`config.mk`:
```
export PLATFORM = sky130hd
export DESIGN_NAME = date_counter
export DESIGN_NICKNAME = d
export VERILOG_FILES = /design/src/rtl/calendar_pkg.sv /design/src/rtl/date_counter_days_in_month.sv /design/src/rtl/date_counter.sv
export SDC_FILE = /design/constraint.sdc
export NUM_CORES = 1
export LEC_CHECK = 0
export CORE_MARGIN = 2
export CORE_UTILIZATION = 43
export CTS_CLUSTER_DIAMETER = 200
export CTS_CLUSTER_SIZE = 20
export DETAILED_ROUTE_END_ITERATION = 10
export PLACE_DENSITY_LB_ADDON = 0.15
export SLEW_MARGIN = 10
export SYNTH_ARGS = -nofsm -noshare
export SYNTH_HDL_FRONTEND = slang
export SYNTH_HIERARCHICAL = 1
export SYNTH_SLANG_ARGS = --single-unit
```
`constraint.sdc`:
```
create_clock -name clk -period 3.6 [get_ports clk]
set_input_delay 0.9 -clock clk [delete_from_list [all_inputs] [get_ports clk]]
set_output_delay 0.9 -clock clk [all_outputs]
set_load 0.005 [all_outputs]
```
`src/rtl/calendar_pkg.sv`:
```
// rtl/calendar_pkg.sv - shared calendar constants, FSM encoding and days-in-month function
package calendar_pkg;

    localparam int DAY_W = 5;
    localparam int MON_W = 4;

    localparam logic [MON_W-1:0] JAN = 4'd1;
    localparam logic [MON_W-1:0] FEB = 4'd2;
    localparam logic [MON_W-1:0] MAR = 4'd3;
    localparam logic [MON_W-1:0] APR = 4'd4;
    localparam logic [MON_W-1:0] MAY = 4'd5;
    localparam logic [MON_W-1:0] JUN = 4'd6;
    localparam logic [MON_W-1:0] JUL = 4'd7;
    localparam logic [MON_W-1:0] AUG = 4'd8;
    localparam logic [MON_W-1:0] SEP = 4'd9;
    localparam logic [MON_W-1:0] OCT = 4'd10;
    localparam logic [MON_W-1:0] NOV = 4'd11;
    localparam logic [MON_W-1:0] DEC = 4'd12;

    localparam logic [0:0] ST_RUN = 1'b0;
    localparam logic [0:0] ST_CHK = 1'b1;

    function automatic logic [DAY_W-1:0] dim(input logic [MON_W-1:0] month, input logic leap);
        case (month)
            FEB:                dim = leap ? 5'd29 : 5'd28;
            APR, JUN, SEP, NOV: dim = 5'd30;
            default:            dim = 5'd31;
        endcase
    endfunction

endpackage

```
`src/rtl/date_counter_days_in_month.sv`:
```
// rtl/date_counter_days_in_month.sv - combinational month + leap flag to days in month
module days_in_month
    import calendar_pkg::*;
(
    input  logic [MON_W-1:0] i_month,
    input  logic             i_leap,
    output logic [DAY_W-1:0] o_dim
);

    assign o_dim = dim(i_month, i_leap);

endmodule

```
`src/rtl/date_counter.sv`:
```
// rtl/date_counter.sv - day/month/year calendar counter with validated date load
module date_counter
    import calendar_pkg::*;
#(
    parameter int YEAR_W    = 14,
    parameter int YEAR_MAX  = 9999,
    parameter int YEAR_INIT = 2000
) (
    input  logic              clk,
    input  logic              rst_n,
    input  logic              day_tick,
    input  logic              set_en,
    input  logic [DAY_W-1:0]  set_day,
    input  logic [MON_W-1:0]  set_month,
    input  logic [YEAR_W-1:0] set_year,
    input  logic              leap_year,
    output logic [DAY_W-1:0]  day,
    output logic [MON_W-1:0]  month,
    output logic [YEAR_W-1:0] year,
    output logic              year_wrap,
    output logic              set_err,
    output logic              busy
);

    localparam logic [YEAR_W-1:0] C_YEAR_MAX  = YEAR_W'(YEAR_MAX);
    localparam logic [YEAR_W-1:0] C_YEAR_INIT = YEAR_W'(YEAR_INIT);

    logic [0:0]        r_state;
    logic              r_pend;
    logic [DAY_W-1:0]  r_day;
    logic [MON_W-1:0]  r_month;
    logic [YEAR_W-1:0] r_year;
    logic              r_wrap;
    logic              r_err;

    logic [DAY_W-1:0]  w_dim;
    logic [DAY_W-1:0]  w_set_day;
    logic [MON_W-1:0]  w_set_month;
    logic [YEAR_W-1:0] w_set_year;
    logic              w_clamped;

    // leap_year follows r_year through the external encoder, so w_dim is valid in CHK
    days_in_month u_dim (
        .i_month (r_month),
        .i_leap  (leap_year),
        .o_dim   (w_dim)
    );

    assign w_set_day   = (set_day == '0) ? 5'd1 : set_day;
    assign w_set_month = (set_month == '0) ? JAN : ((set_month > DEC) ? DEC : set_month);
    assign w_set_year  = (set_year > C_YEAR_MAX) ? C_YEAR_MAX : set_year;
    assign w_clamped   = (set_day == '0) || (set_month == '0) || (set_month > DEC)
                      || (set_year > C_YEAR_MAX);

    always_ff @(posedge clk or negedge rst_n) begin
        if (!rst_n) begin
            r_state <= ST_RUN;
            r_pend  <= 1'b0;
            r_day   <= 5'd1;
            r_month <= JAN;
            r_year  <= C_YEAR_INIT;
            r_wrap  <= 1'b0;
            r_err   <= 1'b0;
        end else begin
            r_wrap <= 1'b0;
            r_err  <= 1'b0;
            if (r_state == ST_RUN) begin
                if (set_en) begin
                    r_day   <= w_set_day;
                    r_month <= w_set_month;
                    r_year  <= w_set_year;
                    r_err   <= w_clamped;
                    r_state <= ST_CHK;
                    if (day_tick) begin
                        r_pend <= 1'b1;
                    end
                end else if (day_tick || r_pend) begin
                    r_pend <= 1'b0;
                    if (r_day < w_dim) begin
                        r_day <= r_day + 5'd1;
                    end else begin
                        r_day <= 5'd1;
                        if (r_month < DEC) begin
                            r_month <= r_month + 4'd1;
                        end else begin
                            r_month <= JAN;
                            if (r_year == C_YEAR_MAX) begin
                                r_year <= '0;
                                r_wrap <= 1'b1;
                            end else begin
                                r_year <= r_year + 1'b1;
                            end
                        end
                    end
                end
            end else begin
                // day range can only be checked once the new year has reached the encoder
                if (r_day > w_dim) begin
                    r_day <= w_dim;
                    r_err <= 1'b1;
                end
                if (day_tick) begin
                    r_pend <= 1'b1;
                end
                r_state <= ST_RUN;
            end
        end
    end

    assign day       = r_day;
    assign month     = r_month;
    assign year      = r_year;
    assign year_wrap = r_wrap;
    assign set_err   = r_err;
    assign busy      = (r_state == ST_CHK);

endmodule
```
==> results.json <==
{
  "drive_gt1_share_pct": 10.5,
  "drv_cap": 0,
  "critPathMaxFanout": 12,
  "io_buffers": 53,
  "fin_ws_ns": 0.797,
  "pre_cts_ws_ns": 0.599,
  "ctsHoldBuffers": 0,
  "fin_crit_sh_pct": 77.9,
  "grt_pass1_vias": 1857,
  "drt_pass1_iterations": 5,
  "hold_end": "year[7]",
  "cts_buffers": 3,
  "net-switching-power_w": 0.000703,
  "r2r-start": "month[3]",
  "start_util_pct": 43.9,
  "ant_nets": 0,
  "yosysSeqAreaShare_pct": 33.7,
  "cts_tree": "built",
  "vias": 2044,
  "p_per_area_mw_per_mm2": 646,
  "drtIter0Drc": 140,
  "setup_violations": 0,
  "htree_levels": 1,
  "floorplan.die.height_um": 72.8,
  "async_flop_share_pct": 100,
  "gp_congestion": 0.848,
  "critPathLaunchType": "flip-flop",
  "hold_path.startpoint": "year[7]",
  "clock-sinks": 27,
  "postCtsSetupRepairBufs": 0,
  "coreArea_mm2": 0.00463,
  "path_class": "reg2reg",
  "reg2reg_depth": 8,
  "synth_most_common_cell": "nand2_1",
  "dpl.hpwl_mm": 3.90,
  "dieArea_mm2": 0.00530,
  "hold_path.class": "reg2reg",
  "cpPeakStageDelay_ns": 0.58,
  "synthesis.area_mm2": 0.00203,
  "intPower_w": 0.00102,
  "overflow": 0,
  "wire_per_inst_um": 15.0,
  "drv_slew": 0,
  "crit_chain": "or4b_1, inv_1, ha_1, a21oi_1, o21ai_1, o311a_1, o21ai_0, a22o_1",
  "required_ns": 3.77,
  "p_leak_nw": 1.08,
  "end_kind": "flip-flop",
  "n_antenna_cell": 0,
  "drc_errors": 0,
  "r2r_setup_slack_ns": 0.80,
  "grt_start_max_net_pins": 28,
  "clk_pin_slew_ns": 0.10,
  "synth_flop_cell": "dfrtp_1",
  "synth_top_cell_by_area": "dfrtp_1",
  "synth_edf_count": 0,
  "synth_top_area_share_pct": 23.4,
  "slew_headroom_pct": 37.1,
  "grt_pass1_wl_mm": 8.85,
  "fillers": 452,
  "syn_to_final_growth_pct": 30.9,
  "cts_resized": 0,
  "rows": 25,
  "cp.arrival_ns": 2.97,
  "grt_use_total_pct": 20.8,
  "synth_area_leaders": "dfrtp_1 (23%), dfstp_2 (10%), nand2_1 (5.0%)",
  "io_pins": 54,
  "die_w_um": 72.8,
  "antenna_found_initial": 0,
  "r2r_end": "year[3]",
  "syn_area_per_cell_um2": 8.41,
  "ys_seq_elements": 27,
  "cp_slowest_cell": "or4b_1",
  "clockPowerShare_pct": 10.3,
  "switching_share_pct": 40.9,
  "fin_skew_ns": 0.00329,
  "synthDistinctLibCells": 59,
  "tns_ns": 0,
  "clockBufferDepth": 2,
  "tightest_slew_ns": 0.940,
  "hold_depth": 2,
  "syn_inst": 242,
  "clockRootBuffer": "clkbuf_8",
  "yosysWarnings": 6,
  "synth_common_cells": "nand2_1 (27), dfrtp_1 (19), nor2_1 (17), o21ai_1 (17), a21oi_1 (13)",
  "power.total_w": 0.00172,
  "max_freq_mhz": 357,
  "seqPwrFrac_pct": 39.9,
  "rsz0062_at_grt": "no",
  "viasPerCell": 5.84,
  "finalHoldViolCount": 0,
  "clk_latency_ns": 0.27,
  "post-route-min-period_ns": 2.80,
  "fin_nets": 333,
  "outcome": "completed",
  "pwr-share-comb_pct": 49.8,
  "ir_worst_vdd_uv": 367,
  "wirelength_mm": 5.27
}
[critical path: cells and delay by family, from the launching register on]
family          cells  cell delay (ns)
buf+inv             1             0.10
flops               1             0.49
simple gates        1             0.58
compound gates      5             1.38
fa+ha+maj           1             0.14
[per-layer routing]
metal	part of all wire, %	GRT usage [%]	vias up
met4	0.93	5.35	0
li1	-	-	1021
met1	49	31.6	968
met5	0	0	-
met3	4.1	2.21	4
met2	46	31.5	51
[power by group through the flow]
stage | Combinational (W) | Clock [W] | Sequential [W]
finish | 0.000856 | 0.000178 | 0.000685
global route | 0.000954 | 0.000198 | 0.000713
CTS | 0.000863 | 0.000186 | 0.000680
detailed placement | 0.000857 | 0 | 0.000686
global placement | 0.000843 | 0 | 0.000686
floorplan | 0.000491 | 0 | 0.000628
[cells by family after synthesis]
family / Yosys count / share of synthesized area (%)
AND/OR/NAND/NOR: 93 / 24.7
AO/OA/AOI/OAI: 85 / 28.7
flip-flops: 27 / 33.7
buffers and inverters: 25 / 6.27
adder cells (fa/ha/maj): 8 / 4.92
multiplexers: 2 / 1.11
other: 1 / 0.184
XOR/XNOR: 1 / 0.431
[stage by stage]
stage	hold WS [ns]	instance area (µm²)	util, %	std cells
2_1_floorplan	0.490	2040	-	244
3_3_place_gp	0.511	2620	56.5	346
3_5_place_dp	0.517	2620	56.5	346
4_1_cts	0.534	2660	57.5	350
5_1_grt	0.568	2660	57.5	350
6_report	0.533	2660	57.5	350
[cells in the final DEF (no fill, tap or decap), drive strengths merged, types with 2 or more instances in the layout]
cell           netlist  routed
o22ai                5       5
nor2b                3       3
dfrtp               19      19
a22o                 3       3
a31oi                8       8
nand4                4       4
inv                 13      13
nor4                 7       7
clkdlybuf4s50        0      53
o21a                 2       2
nand4b               2       2
o31a                 3       3
nor2                18      18
nand2               27      27
mux2                 2       2
dfstp                8       8
nor3                 9       9
ha                   8       8
o211ai               2       2
a21oi               14      14
conb                 1       3
nand3b               3       3
and3                 3       3
or4b                 2       2
buf                  7       7
or4                  2       2
a221oi               2       2
nand3                6       6
o21ai               29      29
clkbuf               5       3
o31ai                5       5
o221ai               2       2
[state kept, by name, summed over array words and instances (netlist names)]
signal	cells
year	14
r_pend	1
month	4
day	5
busy	1
year_wrap	1
set_err	1
[worst max path at each step]
stage / start / endpoint / slack (ns)
global placement: leap_year / day[4] / 0.61
global route: month[3] / year[5] / 0.60
detailed placement: leap_year / day[4] / 0.60
floorplan: leap_year / year[3] / 0.90
finish: month[3] / year[3] / 0.80
CTS: month[3] / year[3] / 0.80
[final cells by class]
type | count | area [µm²] | area share (%)
repair buffers | 60 | 583 | 21.9
well taps | 54 | 67.6 | 2.54
inverters | 13 | 51.3 | 1.93
clock inverters | 1 | 5.00 | 0.188
multi-input cells | 192 | 1230 | 46.1
clock buffers | 3 | 41.3 | 1.55
flip-flops and latches | 27 | 686 | 25.8
Note: power is estimated with default switching activity, not from simulation.
